<file path="src/rtl/micro_sequencer.sv">
// micro_sequencer: CAR/SBR next-address sequencer with one-hot micro-op decode,
// memory-handshake stall and HLT freeze.
module micro_sequencer (
    input  logic        clk,
    input  logic        rst,
    input  logic [19:0] uinst,
    input  logic [15:0] DR,
    input  logic [15:0] AC,
    input  logic        mem_ready,
    output logic [6:0]  CAR,
    output logic        ADD,
    output logic        CLRAC,
    output logic        INCAC,
    output logic        DRTAC,
    output logic        DRTAR,
    output logic        PCTAR,
    output logic        WRITE,
    output logic        SUB,
    output logic        OR,
    output logic        AND,
    output logic        READ,
    output logic        ACTDR,
    output logic        INCDR,
    output logic        PCTDR,
    output logic        XOR,
    output logic        COM,
    output logic        SHL,
    output logic        SHR,
    output logic        INCPC,
    output logic        ARTPC,
    output logic        halted
);
    typedef enum logic [1:0] {RUN, STALL, HALT} state_t;
    state_t st, st_n, mode;
    logic [6:0] sbr, sbr_n, car_n, car_inc, ad;
    logic [2:0] f1, f2, f3;
    logic [1:0] cd, br;
    logic [7:0] s1, s2, s3;
    logic cond, hlt, mem_op, active, go, unused_dr;

    assign {f1, f2, f3, cd, br, ad} = uinst;
    assign unused_dr = ^DR[10:0];
    assign car_inc = CAR + 7'd1;
    assign hlt = f3 == 3'd7;
    assign mem_op = f1 == 3'd7 || f2 == 3'd4;
    assign halted = st == HALT;
    assign active = !rst && !halted;
    assign mode = halted ? HALT : (mem_op && !mem_ready) ? STALL : RUN;
    assign go = mode == RUN;
    assign cond = cd == 2'd0 ? 1'b1 : cd == 2'd1 ? DR[15] : cd == 2'd2 ? AC[15] : AC == 16'd0;
    assign s1 = active ? 8'd1 << f1 : 8'd0;
    assign s2 = active ? 8'd1 << f2 : 8'd0;
    assign s3 = active ? 8'd1 << f3 : 8'd0;

    // During a stall only the memory strobes survive so other transfers fire once
    assign {WRITE, PCTAR, DRTAR, DRTAC, INCAC, CLRAC, ADD} = s1[7:1] & {1'b1, {6{go}}};
    assign {PCTDR, INCDR, ACTDR, READ, AND, OR, SUB} = s2[7:1] & {{3{go}}, 1'b1, {3{go}}};
    assign {ARTPC, INCPC, SHR, SHL, COM, XOR} = s3[6:1] & {6{go}};

    always_comb begin
        car_n = CAR;
        sbr_n = sbr;
        st_n = st;
        if (mode == RUN) begin
            if (hlt) st_n = HALT;
            else begin
                car_n = br[1] ? (br[0] ? {1'b0, DR[14:11], 2'b00} : sbr) : (cond ? ad : car_inc);
                sbr_n = (br == 2'b01 && cond) ? car_inc : sbr;
            end
        end
    end

    always_ff @(posedge clk) begin
        if (rst) begin
            CAR <= 7'd64;
            sbr <= 7'd0;
            st <= RUN;
        end else begin
            CAR <= car_n;
            sbr <= sbr_n;
            st <= st_n;
        end
    end
endmodule

</file>
<file path="config.mk">
export PLATFORM = sky130hd
export DESIGN_NAME = micro_sequencer
export DESIGN_NICKNAME = d
export VERILOG_FILES = /design/src/rtl/micro_sequencer.sv
export SDC_FILE = /design/constraint.sdc
export NUM_CORES = 1
export LEC_CHECK = 0
export CORE_MARGIN = 8
export CORE_UTILIZATION = 38
export DETAILED_ROUTE_END_ITERATION = 6
export HOLD_SLACK_MARGIN = 0.15
export PLACE_DENSITY = 0.91
export SLEW_MARGIN = 15
export SYNTH_ARGS = -nofsm -noshare
export SYNTH_HDL_FRONTEND = slang
export SYNTH_SLANG_ARGS = --single-unit
</file>
<file path="constraint.sdc">
create_clock -name clk -period 4.7 [get_ports clk]
set_clock_uncertainty 0.2 [all_clocks]
set_input_delay 0.47 -clock clk [delete_from_list [all_inputs] [get_ports clk]]
set_output_delay 0.47 -clock clk [all_outputs]
set_load 0.01 [all_outputs]
</file>
## Word level (Yosys, flattened, before mapping)

Cells that the tools add are included.

- Register bits: 15
- Input bits: 55

- Equal/unequal tests: 6
- Shifts and indexed selects: 3
- Multiplexer cells: 11
- Add/subtract/negate cells: 1
- Bitwise logic cells: 4
- Reduce and logical (&&, ||, !) cells: 13

Operator list:

| cell | number |
|---|---|
| $mux W7 | 4 |
| $logic_not A16 Y1 | 1 |
| $mux W8 | 2 |
| $shl A1 B3 Y8 const A | 2 |
| $and A7 B7 Y7 | 2 |
| $eq A3 B3 Y1 const B | 3 |
| $add A7 B1 Y7 const B | 1 |
| $shl A1 B3 Y7 const A | 1 |
| $and A6 B6 Y6 | 1 |
| $eq A2 B1 Y1 const B | 2 |
| $logic_not A2 Y1 | 2 |
| $mux W1 | 4 |
| $reduce_and A2 Y1 | 2 |
| $logic_and A1 B1 Y1 | 3 |
| $logic_not A1 Y1 | 3 |
| $reduce_and A3 Y1 | 1 |
| $eq A2 B2 Y1 const B | 1 |
| $mux W2 | 1 |
| $logic_or A1 B1 Y1 | 1 |
| $not A1 Y1 | 1 |

## Logic depth before layout (Yosys ltp)

Gate-level depths: netlist of run 1.

- Word-level depth: 7
- Depth in mapped cells: 6

## Least setup slack after synthesis of run 1

No wires, ideal clock.

- Kind: input-to-output
- Start point: input port uinst[16]
- End point: output port ARTPC
- Required time: 4030 ps
- Stages on the path: 4
- Arrival: 1582 ps
- Slack: 2448 ps
- Cell sequence: nor4b_2 -> nor4_1 -> nand2_1 -> nor3b_1

- Longest elaborated chain between the ends: 7

Ends and longest elaborated chain:

| what | RTL line | text |
|---|---|---|
| start: declaration | 6 | `input logic [19:0] uinst,` |
| $eq A3 B3 Y1 | 45 | `assign mem_op = f1 == 3'd7 \|\| f2 == 3'd4;` |
| $logic_or A1 B1 Y1 | 45 |  |
| $logic_and A1 B1 Y1 | 48 | `assign mode = halted ? HALT : (mem_op && !mem_ready) ? STALL : RUN;` |
| $mux W1 | 48 |  |
| $mux W2 | 48 |  |
| $logic_not A2 Y1 | 49 | `assign go = mode == RUN;` |
| $and A6 B6 Y6 | 58 | `assign {ARTPC, INCPC, SHR, SHL, COM, XOR} = s3[6:1] & {6{go}};` |
| end: declaration | 30 | `output logic ARTPC,` |

No other way between the ends.

## Worst setup path in the final report of run 1

- Start point: input port rst
- End point: output port INCAC

- Longest elaborated chain between the ends: 4

Ends and longest elaborated chain:

| what | RTL line | text |
|---|---|---|
| start: declaration | 5 | `input logic rst,` |
| $logic_not A1 Y1 | 47 | `assign active = !rst && !halted;` |
| $logic_and A1 B1 Y1 | 47 |  |
| $mux W8 | 51 | `assign s1 = active ? 8'd1 << f1 : 8'd0;` |
| $and A7 B7 Y7 | 56 | `assign {WRITE, PCTAR, DRTAR, DRTAC, INCAC, CLRAC, ADD} = s1[7:1] & {1'b1, {6{go}}};` |
| end: declaration | 13 | `output logic INCAC,` |

No other way between the ends.

==> results of run 1 <==
[registers in the layout (all words and copies together), names as in the netlist]
signal,count
st,1
sbr,7
CAR,7
[cells in the mapped netlist, drive strengths merged (4+ instances only)]
| cell | count |
|---|---|
| dfxtp | 15 |
| nor2 | 9 |
| xor2 | 4 |
| nor4 | 11 |
| o21ai | 8 |
| nor3b | 5 |
| nand2 | 8 |
| mux2i | 6 |
| nor3 | 9 |
| nand3 | 9 |
| and3 | 5 |
| a311oi | 7 |
| a31oi | 5 |
| nor4b | 6 |
| a21oi | 10 |
| clkbuf | 4 |
[worst reg2reg max path, delay by kind of cell, from the launching register on]
family	cells	cell delay [ns]
AND/OR/NAND/NOR	2	0.85
AO/OA/AOI/OAI	3	0.64
flip-flops	1	0.37
[layout make-up]
class                   count  area, µm²
clock buffers               4       26.3
repair buffers             72        718
flip-flops and latches     15        300
well taps                  33       41.3
fillers                   257       1080
inverters                   3       11.3
multi-input cells         124        830
[stage by stage]
stage               area, µm²  std cells  hold WS [ns]
floorplan                1180        149         0.254
global placement         1900        247         0.266
detailed placement       1900        247         0.278
CTS                      1930        251         0.292
global route             1930        251         0.332
finish                   1930        251         0.289
[cell families after synthesis]
kind of cell	share of synthesized area, %
simple gates	38.6
mux	5.11
xor+xnor	3.72
fa+ha+maj	1.06
buf+inv	3.93
compound gates	22.0
flops	25.5
[power by group]
group	leakage, nW	switching [mW]	internal (mW)
registers	0.123	0.0131	0.138
logic	0.524	0.0669	0.0804
clock network	0.0150	0.0433	0.0329
total	0.662	0.123	0.251
[how the worst max path moves through the flow]
stage / end / slack, ns / cells past startpoint / startpoint
3_5_place_dp: INCAC / 1.11 / 5 / rst
6_report: INCAC / 1.13 / 5 / rst
4_1_cts: INCAC / 1.11 / 5 / rst
5_1_grt: ARTPC / 0.98 / 5 / rst
3_3_place_gp: ARTPC / 1.14 / 5 / rst
2_1_floorplan: ARTPC / 2.45 / 4 / uinst[16]
[layer usage]
layer / vias up / share of wire [%] / GRT usage (%)
met3: 2 / 9.9 / 5.72
li1: 733 / - / -
met4: 0 / 0.43 / 5.90
met1: 659 / 41 / 17.1
met5: - / 0 / 0
met2: 68 / 49 / 23.8
==> impl_metrics.yaml, run 1 <==
outcome:
  status: "finished clean"
place:
  dp_worst_setup_slack_ns: 1.11
  place.gp.congestion: 0.822
  port_buffers: 71
  dpl.hpwl_mm: 3.09
setup_path:
  r2r.worst_path.cells: 5
  cpMaxStageDelayCell: "nor4_1"
  r2r_setup_slack_ns: 2.54
  max_stage_delay_ns: 0.75
  crit_arrival_ns: 2.90
  worstPathCellList: "clkdlybuf4s50_1 > nor4_1 > nand2_1 > nor3b_1 > clkdlybuf4s50_1"
  crit_top_cell: "clkdlybuf4s50_1"
  path_class: "in2out"
  worstReg2RegStart: "st[1]"
  worstPathRequired_ns: 4.03
  worst_setup_path_end_kind: "primary output"
  cpLargestDelayFamily: "buffers and inverters"
  rr_endpoint: "sbr[4]"
  path_max_fanout: 14
  cp-start-kind: "input port"
  path_buf_inv: 2
synth:
  syn_area_um2: 1180
  synth_cell_types: 39
  syn_inst: 149
  synth.top_cell.area_share_pct: 25.5
  seq_area_frac_synth_pct: 25.5
  syn_nets: 205
  syn_avg_cell_area_um2: 7.89
  synth_edf_count: 0
  ys_warn_count: 0
  ys_ff_latch: 15
  ys_async_sr_fraction_pct: 0
  synth_top_area_cell: "dfxtp_1"
  synthFlopType: "dfxtp_1"
  ys_top_cells_by_area: "dfxtp_1 26%, nor4_1 5.3%, a311oi_1 5.2%"
global_route:
  grt_overflow_total: 0
  grt_pass1_wl_mm: 6.29
  grt_max_degree: 15
  antenna_found_initial: 0
  grt_use_total_pct: 14.8
  grt_pass1_vias: 1403
layout:
  drive_gt1_share_pct: 4.13
  final_common_cell: "clkdlybuf4s50_1"
  layout.nets: 275
  fin_util_pct: 64.2
  final_cell_mix: "71 x clkdlybuf4s50_1, 15 x dfxtp_1, 10 x nor4_1, 10 x a21oi_1"
  areaGrowthSynthToFinish_pct: 63.8
  n_antenna_cell: 0
sta:
  setup_ws_ns: 1.13
  fin_crit_ns: 3.57
  rsz0062_at_grt: "no"
  worstMarginPinSlew_ns: 0.984
  slew_headroom_pct: 34.4
  setup_tns_ns: 0
  final_hold_viol_count: 0
  period_share_pct: 75.9
  setup_viol: 0
  fmax_ghz: 0.280
  finalMaxSlewViolations: 0
clocking:
  ctsResizeCount: 0
  cts_tree: "done"
  cts_htree_levels: 1
  cts.sink_count: 15
  hold_buffers: 0
  clkLatencyLatePin_ns: 0.28
  cts_buffer_depth: 2
  ctsRootBufferMaster: "clkbuf_4"
  clkTransAtPathRegs_ns: 0.10
  post_cts_buffers: 0
  cts_made_buffers: 3
pwr:
  p_total_mw: 0.375
  p_per_area_nw_per_um2: 194
  leakagePower_nw: 0.662
  peakVddDrop_mv: 0.101
die:
  start_util_pct: 39.2
  die_area_um2: 5130
  die_h_um: 71.6
  row_count: 20
  fp.dieW_um: 71.6
  io_pins: 83
  core_area_um2: 3000
detailed_routing:
  first_pass_iters: 5
  ant_nets: 0
  drc: 0
  drt_wl_total_mm: 3.93
  vias: 1462
  first_iter_violations: 64
  wl_per_cell_um: 15.7
  vias_per_cell: 5.82
job:
  drv_cap: 0
worst_hold_path:
  hold_path_class: "reg2reg"
  whs_path_depth: 2
  min_from: "sbr[0]"
  holdPathEnd: "sbr[0]"
Note: power is estimated with default switching activity, not from simulation.
==> inputs of run 2 (changes only) <==
Settings changed: CORE_UTILIZATION 38 to 35, PLACE_DENSITY 0.91 to 0.85.
Clock period 4.7 ns to 3.6 ns, I/O delays scaled along.
==> impl_metrics.yaml, run 2 (synthesis gave the netlist of run 1 again) <==
job:
  drv_cap: 0
detailed_routing:
  vias: 1498
  ant_nets: 0
  drt_wl_total_mm: 4.13
  wl_per_cell_um: 15.5
  drc: 0
  vias_per_cell: 5.61
  first_iter_violations: 59
  first_pass_iters: 4
layout:
  final_cell_mix: "71 x clkdlybuf4s50_1, 15 x dfxtp_1, 10 x nor4_1, 10 x a21oi_1"
  drive_gt1_share_pct: 5.88
  areaGrowthSynthToFinish_pct: 67.2
  layout.nets: 278
  top_regs: "CAR: 7 flops, sbr: 7 flops, st: 1 flops"
  final_common_cell: "clkdlybuf4s50_1"
  stdcell_area_um2: 1970
  n_antenna_cell: 0
  fillerInstances: 304
  fin_util_pct: 59.9
  fin_cells: 267
clocking:
  cts.sink_count: 15
  cts_tree: "done"
  post_cts_buffers: 0
  clkLatencyLatePin_ns: 0.29
  hold_buffers: 0
  cts_buffer_depth: 2
  clkTransAtPathRegs_ns: 0.09
  ctsResizeCount: 0
  ctsRootBufferMaster: "clkbuf_4"
  cts_htree_levels: 1
  cts_made_buffers: 3
worst_hold_path:
  whs_path_depth: 2
  min_from: "sbr[0]"
  hold_path_class: "reg2reg"
sta:
  fin_crit_ns: 3.01
  setup_tns_ns: 0
  hold_slack_ns: 0.281
  period_share_pct: 83.7
  setup_ws_ns: 0.587
  fmax_ghz: 0.332
  worstMarginPinSlew_ns: 1.00
  setup_viol: 0
  rsz0062_at_grt: "no"
  slew_headroom_pct: 33.1
  final_hold_viol_count: 0
  finalMaxSlewViolations: 0
place:
  dpl.hpwl_mm: 3.25
  dp_worst_setup_slack_ns: 0.566
  place.gp.congestion: 0.853
  placed_cells: 263
  port_buffers: 71
  place_area_um2: 1940
die:
  row_count: 21
  core_area_um2: 3280
  io_pins: 83
  die_area_um2: 5470
  start_util_pct: 35.8
  fp.dieW_um: 74.0
  die_h_um: 74.0
setup_path:
  path_class: "in2out"
  worst_setup_path_end_kind: "primary output"
  rr_endpoint: "sbr[3]"
  crit_arrival_ns: 2.45
  cpMaxStageDelayCell: "clkdlybuf4s50_1"
  max_stage_delay_ns: 0.60
  worstPathRequired_ns: 3.04
  cp-startpoint: "uinst[19]"
  cp-start-kind: "input port"
  r2r.worst_path.cells: 5
  r2r_setup_slack_ns: 1.47
  worstPathCellList: "clkdlybuf4s50_1 > and4b_4 > nor2_1 > nand2_1 > nor4b_1 > clkdlybuf4s50_1"
  crit_path_end: "DRTAC"
  crit_top_cell: "clkdlybuf4s50_1"
  worstReg2RegStart: "st[1]"
  path_max_fanout: 8
global_route:
  grt_pass1_vias: 1414
  grt_overflow_total: 0
  grt_use_total_pct: 14.6
  grt_max_degree: 15
  antenna_found_initial: 0
  grt_pass1_wl_mm: 6.40
pwr:
  pwr-share-clk_pct: 20.3
  p_switching_mw: 0.165
  pwr-share-seq_pct: 40.1
  peakVddDrop_mv: 0.138
  p_per_area_nw_per_um2: 251
  combPwrFrac_pct: 39.7
  p_sw_share_pct: 33.4
  p_int_mw: 0.329
  leakagePower_nw: 0.679
  p_total_mw: 0.494
outcome:
  status: "finished clean"
run 2: cell count changes in the layout (fill, tap and decap cells not counted), sizes merged:
cell    previous run  this run
clkbuf             4         3
buf                1         4
clkinv             0         1
run 2: critical path, delay by kind of cell:
| kind | cells | cell delay [ns] |
|---|---|---|
| AND/OR/NAND/NOR | 4 | 0.97 |
| buffers and inverters | 2 | 1.12 |
run 2: cell type report:
| cell class | count | area (µm²) | share of cell area [%] |
|---|---|---|---|
| clock buffers | 3 | 22.5 | 1.15 |
| clock inverters | 1 | 5.00 | 0.254 |
| inverters | 3 | 11.3 | 0.573 |
| multi-input cells | 124 | 830 | 42.2 |
| flip-flops and latches | 15 | 300 | 15.3 |
| well taps | 46 | 57.6 | 2.93 |
| repair buffers | 75 | 741 | 37.7 |
run 2: worst min-delay path by stage:
stage                     endpoint  slack (ns)
after global placement      sbr[0]        0.27
after CTS                   sbr[0]        0.28
after detailed placement    sbr[0]        0.27
after global routing        sbr[0]        0.30
after floorplan             sbr[0]        0.25
final                       sbr[0]        0.28
run 2: metal layers:
| metal | up-vias | share of wire [%] | track usage, % |
|---|---|---|---|
| li1 | 740 | - | - |
| met1 | 669 | 42 | 16.8 |
| met2 | 85 | 43 | 24.2 |
| met3 | 4 | 14 | 6.06 |
| met4 | 0 | 0.87 | 3.99 |
| met5 | - | 0 | 0 |
run 2: power by group through the flow:
stage	registers (mW)	clock network (mW)	logic [mW]
floorplan	0.202	0	0.0849
global placement	0.200	0	0.193
detailed placement	0.201	0	0.195
CTS	0.197	0.101	0.196
global route	0.201	0.109	0.213
finish	0.198	0.100	0.196
==> inputs of run 3 (changes only) <==
Clock period 3.6 ns to 2.9 ns, I/O delays scaled along.
==> impl_metrics.yaml, run 3 (synthesis gave the netlist of run 1 again) <==
outcome:
  status: "finished clean"
clocking:
  clkLatencyLatePin_ns: 0.29
  ctsResizeCount: 0
  cts_tree: "done"
  ctsRootBufferMaster: "clkbuf_4"
  cts_made_buffers: 3
  cts_htree_levels: 1
  hold_buffers: 0
  post_cts_buffers: 0
  cts.sink_count: 15
  cts_buffer_depth: 2
  clkTransAtPathRegs_ns: 0.08
setup_path:
  path_class: "in2out"
  path_max_fanout: 5
  worst_setup_path_end_kind: "primary output"
  r2r_setup_slack_ns: 0.88
  worstPathRequired_ns: 2.41
  crit_arrival_ns: 2.27
  cp-start-kind: "input port"
worst_hold_path:
  hold_path_class: "reg2reg"
sta:
  fmax_ghz: 0.362
  finalMaxSlewViolations: 0
  period_share_pct: 95.2
  fin_crit_ns: 2.76
  worstMarginPinSlew_ns: 0.944
  slew_headroom_pct: 37.1
  final_hold_viol_count: 0
  setup_viol: 0
  hold_slack_ns: 0.276
  rsz0062_at_grt: "no"
  setup_tns_ns: 0
die:
  die_h_um: 74.0
  die_area_um2: 5470
  row_count: 21
  io_pins: 83
  start_util_pct: 35.8
  fp.dieW_um: 74.0
  core_area_um2: 3280
pwr:
  peakVddDrop_mv: 0.196
  p_total_mw: 0.618
  leakagePower_nw: 0.733
  p_per_area_nw_per_um2: 305
detailed_routing:
  drc: 0
  first_iter_violations: 54
  drt_wl_total_mm: 4.08
  vias_per_cell: 5.50
  first_pass_iters: 4
  wl_per_cell_um: 14.9
  ant_nets: 0
  vias: 1508
global_route:
  antenna_found_initial: 0
  grt_use_total_pct: 14.8
  grt_pass1_vias: 1460
  grt_overflow_total: 0
  grt_pass1_wl_mm: 6.49
  grt_max_degree: 15
layout:
  register_area_um2: 300
  final_common_cell: "clkdlybuf4s50_1"
  multi_input_area_um2: 836
  n_antenna_cell: 0
  final_cell_mix: "70 x clkdlybuf4s50_1, 15 x dfxtp_1, 11 x buf_4"
  top_regs: "CAR: 7 flops, sbr: 7 flops, st: 1 flops"
  fillerInstances: 299
  areaGrowthSynthToFinish_pct: 72.4
  drive_gt1_share_pct: 9.21
  fin_util_pct: 61.8
  layout.nets: 285
  fin_cells: 274
job:
  drv_cap: 0
place:
  placed_cells: 270
  dpl.hpwl_mm: 3.33
  place.gp.congestion: 0.898
  port_buffers: 71
-- run 3: report_power, final --
group	internal (mW)	switching, mW	total [mW]
Combinational	0.140	0.110	0.250
Sequential	0.224	0.0217	0.245
Clock	0.0513	0.0711	0.122
-- run 3: area by class of cell --
| type | count | area share, % |
|---|---|---|
| Multi-Input combinational cell | 124 | 41.2 |
| Tap cell | 46 | 2.84 |
| Clock buffer | 3 | 1.11 |
| Inverter | 3 | 0.555 |
| Sequential cell | 15 | 14.8 |
| Clock inverter | 1 | 0.247 |
| Timing Repair Buffer | 82 | 39.2 |
-- run 3: final timing paths --
path,start,cells after the start,endpoint
setup / recovery,mem_ready,7,ARTPC
hold / removal,sbr[0],2,sbr[0]
setup reg to reg,st[1],5,sbr[5]
hold reg to reg,sbr[0],2,sbr[0]
-- run 3: through the flow --
step                instance area [µm²]  setup WS [ns]
finish                             2030          0.140
global route                       2030         0.0326
CTS                                2020          0.104
detailed placement                 1990          0.124
global placement                   1990          0.132
floorplan                          1180          0.999
-- run 3: per-layer routing --
metal | vias to the layer above | global-route usage, % | part of all wire (%)
met5 | - | 0 | 0
met2 | 79 | 23.7 | 41
met4 | 0 | 4.88 | 1.7
met3 | 8 | 5.53 | 12
met1 | 668 | 17.8 | 45
li1 | 753 | - | -
-- run 3: critical path, stage by stage --
cell and delay [ns]:
clkdlybuf4s50_1 0.50, and4b_4 0.23, nor4_2 0.21, buf_4 0.17
nand2_1 0.08, nor3b_1 0.21, clkdlybuf4s50_1 0.57
